<file path="src/rtl/matchstick_pkg.sv">
// Shared types and helpers for the matchstick game controller.
package matchstick_pkg;

    typedef enum logic [1:0] {
        IDLE = 2'd0,
        PLAY = 2'd1,
        EVAL = 2'd2,
        OVER = 2'd3
    } state_t;

    localparam int MOVE_CNT_W = 8;

    // Turn rotation: 0,1,..,n-1,0,..
    function automatic int next_player(input int p, input int n);
        return (p + 1 >= n) ? 0 : p + 1;
    endfunction

endpackage

</file>
<file path="src/rtl/btn_debounce.sv">
// Pushbutton conditioner: 2-flop synchroniser, run-length counter, one pulse per press.
module btn_debounce #(
    parameter int DEBOUNCE_CYC = 64
) (
    input  logic clk,
    input  logic rst_n,
    input  logic btn_raw,
    output logic btn_pulse
);

    localparam int CW = $clog2(DEBOUNCE_CYC + 1);

    logic          sync1_q;
    logic          sync2_q;
    logic [CW-1:0] run_q;
    logic          pulse_q;

    // NOTE: sequential state uses non-blocking assignments so every flop samples pre-edge values.
    always_ff @(posedge clk or negedge rst_n) begin
        if (!rst_n) begin
            sync1_q <= 1'b0;
            sync2_q <= 1'b0;
            run_q   <= '0;
            pulse_q <= 1'b0;
        end else begin
            sync1_q <= btn_raw;
            sync2_q <= sync1_q;
            pulse_q <= 1'b0;
            // The counter parks at DEBOUNCE_CYC until the button drops, which blocks re-pulsing.
            if (!sync2_q) begin
                run_q <= '0;
            end else if (run_q != CW'(DEBOUNCE_CYC)) begin
                run_q   <= run_q + 1'b1;
                pulse_q <= (run_q == CW'(DEBOUNCE_CYC - 1));
            end
        end
    end

    assign btn_pulse = pulse_q;

endmodule

</file>
<file path="src/rtl/matchstick_game_ctrl.sv">
// Matchstick game controller: debounced buttons, move validation, turn rotation, winner.
// Define MATCHSTICK_MISERE_EN for misere play (the player taking the last stick loses).
module matchstick_game_ctrl
    import matchstick_pkg::*;
#(
    parameter int NUM_PLAYERS  = 2,
    parameter int INIT_STICKS  = 100,
    parameter int STICK_W      = 8,
    parameter int TAKE_W       = 4,
    parameter int MIN_TAKE     = 1,
    parameter int MAX_TAKE     = 10,
    parameter int DEBOUNCE_CYC = 64,
    localparam int PW          = (NUM_PLAYERS > 1) ? $clog2(NUM_PLAYERS) : 1
) (
    input  logic                  clk,
    input  logic                  rst_n,
    input  logic                  start_btn,
    input  logic                  move_btn,
    input  logic [TAKE_W-1:0]     take_in,
    output logic [STICK_W-1:0]    sticks_left,
    output logic [PW-1:0]         cur_player,
    output logic                  illegal,
    output logic                  game_over,
    output logic [PW-1:0]         winner,
    output logic [MOVE_CNT_W-1:0] move_count
);

    logic start_pulse;
    logic move_pulse;

    btn_debounce #(.DEBOUNCE_CYC(DEBOUNCE_CYC)) u_start_db (
        .clk       (clk),
        .rst_n     (rst_n),
        .btn_raw   (start_btn),
        .btn_pulse (start_pulse)
    );

    btn_debounce #(.DEBOUNCE_CYC(DEBOUNCE_CYC)) u_move_db (
        .clk       (clk),
        .rst_n     (rst_n),
        .btn_raw   (move_btn),
        .btn_pulse (move_pulse)
    );

    state_t                  state_q;
    logic [STICK_W-1:0]      sticks_q;
    logic [PW-1:0]           player_q;
    logic                    illegal_q;
    logic                    over_q;
    logic [PW-1:0]           winner_q;
    logic [MOVE_CNT_W-1:0]   count_q;
    logic [TAKE_W-1:0]       take_q;

    // One extra bit keeps the pile comparison and subtraction free of wrap-around.
    logic [STICK_W:0]        take_ext;
    logic [STICK_W:0]        pile_diff;
    logic [STICK_W-1:0]      pile_rem;
    logic                    move_legal;
    logic [PW-1:0]           player_adv;

    assign take_ext   = (STICK_W + 1)'(take_q);
    assign pile_diff  = {1'b0, sticks_q} - take_ext;
    assign pile_rem   = pile_diff[STICK_W-1:0];
    assign move_legal = (take_ext >= (STICK_W + 1)'(MIN_TAKE)) &&
                        (take_ext <= (STICK_W + 1)'(MAX_TAKE)) &&
                        (take_ext <= {1'b0, sticks_q});
    assign player_adv = PW'(next_player(int'(player_q), NUM_PLAYERS));

    always_ff @(posedge clk or negedge rst_n) begin
        if (!rst_n) begin
            state_q   <= IDLE;
            sticks_q  <= STICK_W'(INIT_STICKS);
            player_q  <= '0;
            illegal_q <= 1'b0;
            over_q    <= 1'b0;
            winner_q  <= '0;
            count_q   <= '0;
            take_q    <= '0;
        end else if (start_pulse) begin
            // Start overrides everything, including a move pulse in the same cycle.
            state_q   <= PLAY;
            sticks_q  <= STICK_W'(INIT_STICKS);
            player_q  <= '0;
            illegal_q <= 1'b0;
            over_q    <= 1'b0;
            winner_q  <= '0;
            count_q   <= '0;
        end else begin
            case (state_q)
                PLAY: begin
                    if (move_pulse) begin
                        take_q  <= take_in;
                        state_q <= EVAL;
                    end
                end
                EVAL: begin
                    if (!move_legal) begin
                        illegal_q <= 1'b1;
                        state_q   <= PLAY;
                    end else begin
                        sticks_q  <= pile_rem;
                        illegal_q <= 1'b0;
                        if (count_q != '1) begin
                            count_q <= count_q + 1'b1;
                        end
                        if (pile_rem != '0) begin
                            player_q <= player_adv;
                            state_q  <= PLAY;
                        end else begin
                            over_q   <= 1'b1;
`ifdef MATCHSTICK_MISERE_EN
                            winner_q <= player_adv;
`else
                            winner_q <= player_q;
`endif
                            state_q  <= OVER;
                        end
                    end
                end
                default: begin
                end
            endcase
        end
    end

    assign sticks_left = sticks_q;
    assign cur_player  = player_q;
    assign illegal     = illegal_q;
    assign game_over   = over_q;
    assign winner      = winner_q;
    assign move_count  = count_q;

endmodule

</file>
<file path="config.mk">
export PLATFORM = sky130hd
export DESIGN_NAME = matchstick_game_ctrl
export DESIGN_NICKNAME = d
export VERILOG_FILES = /design/src/rtl/matchstick_pkg.sv /design/src/rtl/btn_debounce.sv /design/src/rtl/matchstick_game_ctrl.sv
export SDC_FILE = /design/constraint.sdc
export NUM_CORES = 1
export LEC_CHECK = 0
export CAP_MARGIN = 10
export CORE_UTILIZATION = 30
export CTS_CLUSTER_SIZE = 16
export DETAILED_ROUTE_END_ITERATION = 8
export PLACE_DENSITY = 0.52
export REMOVE_ABC_BUFFERS = 1
export SKIP_CTS_REPAIR_TIMING = 1
export SLEW_MARGIN = 10
export SYNTH_ARGS = -nofsm -noshare
export SYNTH_HDL_FRONTEND = slang
export SYNTH_HIERARCHICAL = 1
export SYNTH_SLANG_ARGS = --single-unit
</file>
<file path="constraint.sdc">
create_clock -name clk -period 2.98 [get_ports clk]
set_clock_uncertainty 0.2 [all_clocks]
set_input_delay 0.596 -clock clk [delete_from_list [all_inputs] [get_ports clk]]
set_output_delay 0.596 -clock clk [all_outputs]
set_load 0.02 [all_outputs]
</file>
==> results of run 1 <==
## worst paths after layout
check | endpoint | slack [ns] | cells after the start
setup / recovery | move_count[4] | 0.16 | 11
hold / removal | u_start_db/sync2_q | 0.15 | 0
max in group asynchronous | sticks_left[6] | 1.47 | 3
setup reg to reg | move_count[4] | 0.16 | 11
hold reg to reg | u_start_db/sync2_q | 0.15 | 0
min in group asynchronous | winner | 0.49 | 2
## metrics by stage
| step | utilization | cell area (um2) | setup TNS, ns |
|---|---|---|---|
| 6_report | 0.400 | 3140 | 0 |
| 5_1_grt | 0.400 | 3140 | 0 |
| 4_1_cts | 0.393 | 3090 | -0.353 |
| 3_5_place_dp | 0.380 | 2980 | -0.280 |
| 3_3_place_gp | 0.380 | 2980 | -0.146 |
| 2_1_floorplan | - | 2420 | -0.0438 |
## metal layers
metal,vias to the layer above,track usage
li1,953,-
met1,911,0.168
met2,33,0.205
met3,7,0.0287
met4,0,0.0423
met5,-,0
## state kept, by name (all words and copies together), names as in the netlist, 2 cells and up
name              cells
state_q               2
sticks_left           8
u_move_db/run_q       7
take_q                4
move_count            8
u_start_db/run_q      7
## cell usage in the layout, fill, tap and decap left out, types with 8 or more instances in the layout
| cell | n |
|---|---|
| nand2_1 | 25 |
| nand2b_1 | 9 |
| buf_4 | 23 |
| nand3_1 | 14 |
| nor3_1 | 8 |
| a21oi_1 | 8 |
| mux2i_1 | 12 |
| nor2_1 | 19 |
| xnor2_1 | 8 |
| clkdlybuf4s50_1 | 26 |
| dfrtp_1 | 43 |
| inv_1 | 12 |
| ha_1 | 10 |
## kinds of logic after synthesis
kind of cell | synth area share
and+or+nand+nor | 0.240
DFF | 0.467
AOI/OAI and AO/OA | 0.0925
buffers and inverters | 0.0389
muxes | 0.0576
xor gates and xnor gates | 0.0460
adders and majority gates | 0.0586
## power breakdown
part	internal, W	switching, W	leakage [nW]
sequential	0.000633	0.0000130	0.602
clock	0.000251	0.000205	0.0524
combinational	0.0000199	0.0000236	0.739
## worst reg2reg max path: cells and delay by family (launching register included)
family | cells | cell delay, ns
XOR/XNOR | 1 | 0.13
AND/OR/NAND/NOR | 3 | 0.41
adder cells (fa/ha/maj) | 2 | 0.52
flip-flops | 1 | 0.41
buffers and inverters | 3 | 0.32
AO/OA/AOI/OAI | 2 | 0.71
## cell type report
class | instances | area, um2 | area share
clock buffers | 7 | 76.3 | 0.0243
clock inverters | 1 | 30.0 | 0.00956
inverters | 12 | 45.0 | 0.0143
multi-input cells | 176 | 1240 | 0.394
flip-flops and latches | 46 | 1150 | 0.368
well taps | 102 | 128 | 0.0406
repair buffers | 52 | 468 | 0.149
==> summary.txt, run 1 <==
Clocking
  • Clk slew on worst S/H paths: 0.09 ns
  • Clk_lat worst skew: 0.30 ns
  • H-tree levels: 2
  • CTS Buf Count: 5
  • Max clock buf depth: 2
  • TritonCTS Sinks: 46
  • CTS tree: done
  • Clk root buf: clkbuf_8

Floorplan
  • Initial Utilization: 0.315
  • DIE WIDTH: 92.8 um
  • # IOs: 28
  • Core area: 0.00785 mm2
  • Die ar.: 0.00862 mm2
  • Row cnt: 32
  • Die H: 92.8 um

Yosys
  • Yosys reg bits: 46
  • Synth top area cells: dfrtp_1 43%, ha_1 5.1%, mux2i_1 4.9%, nand2_1 3.8%, dfstp_2 3.2%
  • Post-Synthesis Cells: 242
  • Yosys cell types: 49
  • Most common cell in the netlist: dfrtp_1
  • Syn. warnings: 6
  • Post-synth top area share: 0.435
  • Mapped Area: 0.00247 mm2
  • Post-synth top flop: dfrtp_1
  • Post-synthesis sequential area ratio: 0.467
  • Async SR Flop Fraction: 1.00
  • Synth area leader: dfrtp_1
  • Post-synth top cells: 43 x dfrtp_1, 25 x nand2_1, 19 x nor2_1
  • Synth Area per Inst: 10.2 um2
  • Post-synth EDFFs: 0

Timing
  • Slew margin rel.: 0.309
  • Fmax: 355 MHz
  • Slack of the critical path: 0.163 ns
  • Slew Viols, Final: 0
  • Setup violators final: 0
  • Final Hold Slack: 0.154 ns
  • Slew @ Worst Pin: 1.03 ns
  • RSZ-0062 raised after global routing: false
  • Final-report hold violation count: 0
  • Final worst-path cycle share: 0.945
  • Final min period: 2.82 ns

Worst setup path
  • R2R Path Start: sticks_left[0]
  • Delay-heaviest family, CP: compound AO/OA/AOI/OAI gates
  • Setup crit start: sticks_left[0]
  • Element type at the critical path start: flop
  • Most frequent CP cell: inv_1
  • Bufs and invs on worst path: 3
  • Worst-path maximum fanout: 7
  • Critical path, cell by cell: inv_1 -> ha_1 -> inv_1 -> fa_1 -> a21o_1 -> a2111oi_4 -> nor4b_4 -> buf_12 -> and4bb_2 -> xnor2_1 -> nor2_1
  • CP peak stage delay: 0.50 ns
  • Setup CP Type: flop to flop
  • CP endpoint kind: flop
  • Critical Path AT: 2.79 ns
  • Crit-path slowest cell: a2111oi_4
  • Data required time of the worst path: 2.95 ns

Run
  • MaxCap Viol Count: 0

Drt
  • Vias per cell: 4.81
  • Detail Route Antenna Nets: 0
  • Initial drt markers: 65
  • Top Layer Used: met4
  • Via count of the routed design: 1,904
  • DRC viols: 0
  • WL per Instance: 13.0 um
  • Met1 WL: 2450 um
  • Length of routed met3 wiring: 166 um
  • Routed Wire Length: 5150 um
  • DR pass1 iterations: 4
  • Met2 routed WL: 2470 um

Place
  • Final GP Congestion: 0.806
  • Post-placement setup slack: -0.240 ns
  • Placed Instances: 384
  • IO Port Bufs: 27
  • Final HPWL DP: 3800 um

Finish
  • Synth-to-layout area growth: 26.9%
  • Layout cells sized above 1: 0.163
  • Antenna diode count: 0
  • Fill count: 790
  • Nets: 312
  • Non-filler instance count after layout: 396

Global route
  • First-pass GRT wire length: 8610 um
  • Largest net degree at the start of global routing: 26
  • Initial antenna violation count: 0
  • Overall Global Routing Usage: 0.128
  • GR Overflow Total: 0
  • Vias in the first global route: 1,819

Power
  • Power Density: 365 mW/mm2
  • Total power: 0.00115 W
  • Max IR drop VDD: 0.210 mV
  • Leak pwr: 1.39 nW

Hold path
  • Hold path start: u_start_db/sync1_q
  • Min-delay worst type: flop to flop

Outcome
  • Status: complete, no violations
No activity file was read; power rests on OpenSTA's default activity.
==> run 2: changes to the inputs <==
- CORE_MARGIN: default -> 2
- SLEW_MARGIN: 10 -> default
==> run 2 against run 1 <==
Against the previous run:
- die area is 4.4% higher
- hold slack worse by 0.10 ns
- via count rose by 1.3%
- cell area down 1.6%
- total power down 4.4%
- clock power decreased by 11%
- non-clock buffer count shrank 4
- clock-buffer cell count is 2 lower
- first-iteration DRC count increased by 22%
- critical path depth decreased by 1
- setup slack got worse by 0.014 ns
- critical path type unchanged
- highest routed layer unchanged
==> summary.txt, run 2 (synthesized netlist as in run 1, its figures left out) <==
Timing
  • RSZ-0062 raised after global routing: true
  • Final worst-path cycle share: 0.950 (+0.00460)
  • Setup violators final: 0 (unchanged)
  • Slack of the critical path: 0.150 ns (-0.0137 ns)
  • Slew Viols, Final: 0 (unchanged)
  • Slew margin rel.: 0.288 (-0.0205)
  • Final-report hold violation count: 0 (unchanged)
  • Final Hold Slack: 0.0519 ns (-0.102 ns)
  • Fmax: 353 MHz (-0.48%)
  • Final min period: 2.83 ns (+0.0137 ns)
  • Slew @ Worst Pin: 1.06 ns (+0.0307 ns)

Finish
  • Commonest non-fill, non-tap cells in the layout: 43 x dfrtp_1, 26 x clkdlybuf4s50_1, 25 x nand2_1, 21 x buf_4, 19 x nor2_1
  • Layout cells sized above 1: 0.166 (+0.00225)
  • Synth-to-layout area growth: 24.9%
  • Fill count: 834 (+5.6%)
  • Nets: 308 (-1.3%)
  • Most common cell after layout, fill and taps aside: dfrtp_1
  • Antenna diode count: 0 (unchanged)

Worst setup path
  • R2R Path Start: sticks_left[0]
  • Data required time of the worst path: 2.97 ns (+0.02 ns)
  • Reg2reg setup slack: 0.15 ns (about the same)
  • Setup CP Type: flop to flop
  • Element type at the critical path start: flop
  • Worst-path maximum fanout: 8 (+1)
  • Reg2reg path depth: 10 (-1)
  • CP peak stage delay: 0.46 ns (-0.04 ns)
  • CP endpoint kind: flop
  • Critical Path AT: 2.82 ns (+0.03 ns)
  • R2R Path End: move_count[0]
  • Most frequent CP cell: inv_1
  • Crit-path slowest cell: a2111oi_4
  • Critical path, cell by cell: inv_1 -> ha_1 -> inv_1 -> fa_1 -> a21o_1 -> a2111oi_4 -> nor4b_4 -> buf_4 -> nor3b_1 -> mux2_2

Place
  • IO Port Bufs: 27 (unchanged)
  • Post-placement setup slack: -0.271 ns (-0.0309 ns)
  • Final HPWL DP: 3690 um (-2.7%)
  • Final GP Congestion: 0.750 (-7.0%)

Clocking
  • CTS tree: done
  • Clk_lat worst skew: 0.30 ns (about the same)
  • Max clock buf depth: 2 (unchanged)
  • H-tree levels: 2 (unchanged)
  • CTS Buf Count: 5 (unchanged)
  • TritonCTS Sinks: 46 (unchanged)
  • Clk slew on worst S/H paths: 0.10 ns (about the same)
  • Clk root buf: clkbuf_8

Drt
  • Via count of the routed design: 1,929 (+1.3%)
  • Initial drt markers: 79 (+22%)
  • DRC viols: 0 (unchanged)
  • Vias per cell: 4.88 (+1.6%)
  • DR pass1 iterations: 4 (unchanged)
  • Routed Wire Length: 5230 um (+1.7%)
  • WL per Instance: 13.2 um (+1.9%)
  • Detail Route Antenna Nets: 0 (unchanged)

Floorplan
  • Initial Utilization: 0.306 (-0.00956)
  • Die ar.: 0.00899 mm2 (+4.4%)
  • Die H: 94.8 um (+2.2%)
  • Core area: 0.00809 mm2 (+3.1%)
  • # IOs: 28 (unchanged)
  • DIE WIDTH: 94.8 um (+2.2%)
  • Row cnt: 33 (+3.1%)

Global route
  • Overall Global Routing Usage: 0.123 (-0.00419)
  • Largest net degree at the start of global routing: 28 (+7.7%)
  • GR Overflow Total: 0 (unchanged)
  • First-pass GRT wire length: 8760 um (+1.7%)
  • Vias in the first global route: 1,857 (+2.1%)
  • Initial antenna violation count: 0 (unchanged)

Power
  • Switching power of the nets: 0.000274 W (+14%)
  • Seq pwr share: 0.591 (+0.027)
  • Clk pwr share: 0.371 (-0.027)
  • Power Density: 354 mW/mm2 (-2.8%)
  • Cell internal pwr: 0.000821 W (-9.2%)
  • Comb power frac: 0.038 (about the same)
  • Max IR drop VDD: 0.245 mV (+17%)
  • Leak pwr: 1.36 nW (-2.2%)
  • Sw Share: 0.250 (+0.0399)

Run
  • MaxCap Viol Count: 0 (unchanged)

Outcome
  • Status: complete, no violations

Hold path
  • Min-delay worst type: input pin to asynchronous set/reset pin
-- run 2: how the worst max path moves through the flow --
stage / slack, ns / start / depth (start not counted) / to
after floorplan: -0.04 / sticks_left[0] / 10 / sticks_left[6]
after global placement: -0.17 / sticks_left[0] / 10 / sticks_left[6]
after detailed placement: -0.27 / sticks_left[0] / 10 / sticks_left[6]
after CTS: -0.30 / sticks_left[0] / 10 / sticks_left[6]
after global routing: -0.009 / sticks_left[0] / 9 / move_count[2]
final: 0.15 / sticks_left[0] / 10 / move_count[0]
-- run 2: per-stage QoR --
stage | cells | utilization | instance area, um2 | power, W | TNS (ns)
2_1_floorplan | 233 | - | 2420 | 0.000672 | -0.0438
3_3_place_gp | 384 | 0.366 | 2960 | 0.000701 | -0.199
3_5_place_dp | 384 | 0.366 | 2960 | 0.000703 | -0.388
4_1_cts | 392 | 0.378 | 3060 | 0.00111 | -0.493
5_1_grt | 395 | 0.382 | 3090 | 0.00114 | -0.00900
6_report | 395 | 0.382 | 3090 | 0.00110 | 0
-- run 2: cell type report --
| cell class | instances | area, um2 | area share |
|---|---|---|---|
| multi-input combinational | 176 | 1240 | 0.402 |
| timing repair buffer | 48 | 423 | 0.137 |
| clock inverter | 3 | 25.0 | 0.00810 |
| clock buffer | 5 | 68.8 | 0.0223 |
| tap | 105 | 131 | 0.0425 |
| sequential | 46 | 1150 | 0.374 |
| inverter | 12 | 45.0 | 0.0146 |
-- run 2: per-layer routing --
metal	part of all wire	vias to the layer above	track usage
li1	-	945	-
met1	0.48	947	0.167
met2	0.47	35	0.200
met3	0.038	2	0.0247
met4	0.0063	0	0.0362
met5	0	-	0
-- run 2: power by group through the flow --
stage                     logic [W]  clock network [W]  registers (W)
after floorplan           0.0000171                  0       0.000655
after global placement    0.0000429                  0       0.000658
after detailed placement  0.0000439                  0       0.000659
after CTS                 0.0000440           0.000423       0.000647
after global routing      0.0000503           0.000445       0.000649
final                     0.0000419           0.000407       0.000647
-- run 2: worst max-delay path: cells and delay by family, from the launching register on --
family          cells  cell delay [ns]
compound gates      2             0.67
fa+ha+maj           2             0.54
flops               1             0.41
buf+inv             3             0.34
simple gates        2             0.29
mux                 1             0.26
==> run 3: changes to the inputs <==
- clock period: 2.98 -> 3.18 ns (I/O delays scaled with it)
==> run 3 against run 2 <==
Against the previous run:
- die area did not move
- setup slack gained 0.13 ns
- largest power group unchanged
- final cell count shrank 4.8%
- register-to-register slack better by 0.13 ns
- non-clock buffer count shrank 19
- core utilization is 1.6 points lower
- critical path type unchanged
- first-iteration DRC count fell by 29%
- sequential power down 6.5%
- combinational power shrank 7.6%
- wire length fell by 8.3%
==> summary.txt, run 3 (synthesized netlist as in run 1, its figures left out) <==
Timing
  • Final min period: 2.90 ns (+0.0703 ns)
  • RSZ-0062 raised after global routing: false
  • Slack of the critical path: 0.279 ns (+0.130 ns)
  • Slew margin rel.: 0.279 (-0.00969)
  • Final-report hold violation count: 0 (unchanged)
  • Setup violators final: 0 (unchanged)
  • Slew @ Worst Pin: 1.08 ns (+0.0145 ns)
  • Fmax: 345 MHz (-2.4%)
  • Setup_tns: 0 ns (unchanged)
  • Slew Viols, Final: 0 (unchanged)
  • Final worst-path cycle share: 0.912 (-0.0376)

Power
  • Max IR drop VDD: 0.162 mV (-34%)
  • Switching power of the nets: 0.000244 W (-11%)
  • Cell internal pwr: 0.000844 W (+2.8%)
  • Comb power frac: 0.036 (-0.002)
  • Seq pwr share: 0.557 (-0.034)
  • Leak pwr: 1.27 nW (-6.9%)
  • Power Density: 367 mW/mm2 (+3.6%)
  • Sw Share: 0.224 (-0.0262)
  • Clk pwr share: 0.408 (+0.037)

Finish
  • Commonest non-fill, non-tap cells in the layout: 43 x dfrtp_1, 26 x clkdlybuf4s50_1, 25 x nand2_1, 19 x nor2_1, 14 x nand3_1
  • Most common cell after layout, fill and taps aside: dfrtp_1
  • Nets: 289 (-6.2%)
  • Layout cells sized above 1: 0.103 (-0.0622)
  • Antenna diode count: 0 (unchanged)
  • Synth-to-layout area growth: 19.8%

Drt
  • Vias per cell: 4.86 (-0.39%)
  • Detail Route Antenna Nets: 0 (unchanged)
  • Via count of the routed design: 1,829 (-5.2%)
  • DR pass1 iterations: 4 (unchanged)
  • Initial drt markers: 56 (-29%)
  • DRC viols: 0 (unchanged)
  • Routed Wire Length: 4800 um (-8.3%)
  • WL per Instance: 12.8 um (-3.7%)

Clocking
  • H-tree levels: 2 (unchanged)
  • TritonCTS Sinks: 46 (unchanged)
  • Clk_lat worst skew: 0.30 ns (about the same)
  • CTS tree: done
  • Clk slew on worst S/H paths: 0.10 ns (about the same)
  • Max clock buf depth: 2 (unchanged)
  • CTS Buf Count: 5 (unchanged)
  • Clk root buf: clkbuf_8

Global route
  • Top Usage Layer GRT: met2
  • First-pass GRT wire length: 8170 um (-6.7%)
  • Met1 Use GR: 0.147 (-0.0205)
  • Largest net degree at the start of global routing: 32 (+14%)
  • Met3 Use GR: 0.0279 (+0.00319)
  • Overall Global Routing Usage: 0.115 (-0.00821)
  • Initial antenna violation count: 0 (unchanged)
  • M2 GR Usage: 0.191 (-0.00887)
  • GR Overflow Total: 0 (unchanged)
  • Vias in the first global route: 1,735 (-6.6%)

Floorplan
  • Die H: 94.8 um (unchanged)
  • # IOs: 28 (unchanged)
  • DIE WIDTH: 94.8 um (unchanged)
  • Row cnt: 33 (unchanged)
  • Initial Utilization: 0.306 (unchanged)
  • Core area: 0.00809 mm2 (unchanged)
  • Die ar.: 0.00899 mm2 (unchanged)

Worst setup path
  • Element type at the critical path start: flop
  • CP endpoint kind: flop
  • Data required time of the worst path: 3.14 ns (+0.17 ns)
  • Critical path, cell by cell: inv_1 -> ha_1 -> inv_1 -> fa_1 -> a21o_1 -> a2111oi_4 -> nor4b_2 -> and4_1 -> nor3_1
  • Crit-path slowest cell: nor4b_2
  • Reg2reg setup slack: 0.28 ns (+0.13 ns)
  • Delay-heaviest family, CP: simple AND/OR/NAND/NOR gates
  • Setup CP Type: flop to flop
  • Bufs and invs on worst path: 2 (-1)
  • CP peak stage delay: 0.93 ns (+0.47 ns)
  • Worst-path maximum fanout: 11 (+3)
  • Critical Path AT: 2.86 ns (+0.04 ns)
  • Most frequent CP cell: inv_1

Place
  • IO Port Bufs: 27 (unchanged)
  • Post-placement setup slack: -0.146 ns (+0.124 ns)
  • Final HPWL DP: 3410 um (-7.7%)
  • Final GP Congestion: 0.733 (-2.3%)

Outcome
  • Status: complete, no violations

Hold path
  • Min-delay worst type: input pin to asynchronous set/reset pin

Run
  • MaxCap Viol Count: 0 (unchanged)
run 3: cell count changes in the layout (fill, tap and decap cells not counted):
cell | before | now
bufinv_16 | 0 | 1
buf_4 | 21 | 2
clkinv_4 | 1 | 0
a21oi_2 | 1 | 0
clkinvlp_4 | 1 | 2
a21oi_1 | 7 | 8
inv_6 | 1 | 0
run 3: layout make-up:
class	count	area [um2]
Fill cell	833	5130
Multi-Input combinational cell	176	1240
Sequential cell	46	1150
Timing Repair Buffer	29	280
Tap cell	105	131
Clock buffer	5	68.8
Clock inverter	3	45.0
Inverter	12	45.0
run 3: metal layers:
metal,routed length (um),part of all wire,vias to the layer above
li1,-,-,903
met2,2290,0.48,37
met1,2230,0.46,885
met3,219,0.046,4
met5,0,0,-
met4,61,0.013,0
run 3: path summary, 6_finish.rpt:
path,startpoint,end,cells past startpoint
max in group asynchronous,rst_n,sticks_left[6],2
worst min-delay path,rst_n,sticks_left[4],1
worst max register to register,sticks_left[0],move_count[7],9
worst min register to register,u_move_db/sync1_q,u_move_db/sync2_q,0
worst max-delay path,sticks_left[0],move_count[7],9
min in group clk,u_move_db/sync1_q,u_move_db/sync2_q,0
run 3: stage by stage:
stage                     power (W)  hold WS [ns]  utilization  instances  cell area [um2]
after floorplan            0.000630         0.131            -        233             2420
after global placement     0.000657         0.132        0.350        367             2840
after detailed placement   0.000657         0.135        0.350        367             2840
after CTS                   0.00111        0.0394        0.364        375             2950
after global routing        0.00114        0.0545        0.366        376             2960
final                       0.00109        0.0331        0.366        376             2960
run 3: power by group through the flow:
stage / combinational (W) / clock (W) / sequential [W]
after global routing: 0.0000474 / 0.000485 / 0.000608
final: 0.0000387 / 0.000444 / 0.000605
after global placement: 0.0000396 / 0 / 0.000617
after detailed placement: 0.0000406 / 0 / 0.000617
after CTS: 0.0000407 / 0.000463 / 0.000605
after floorplan: 0.0000161 / 0 / 0.000614
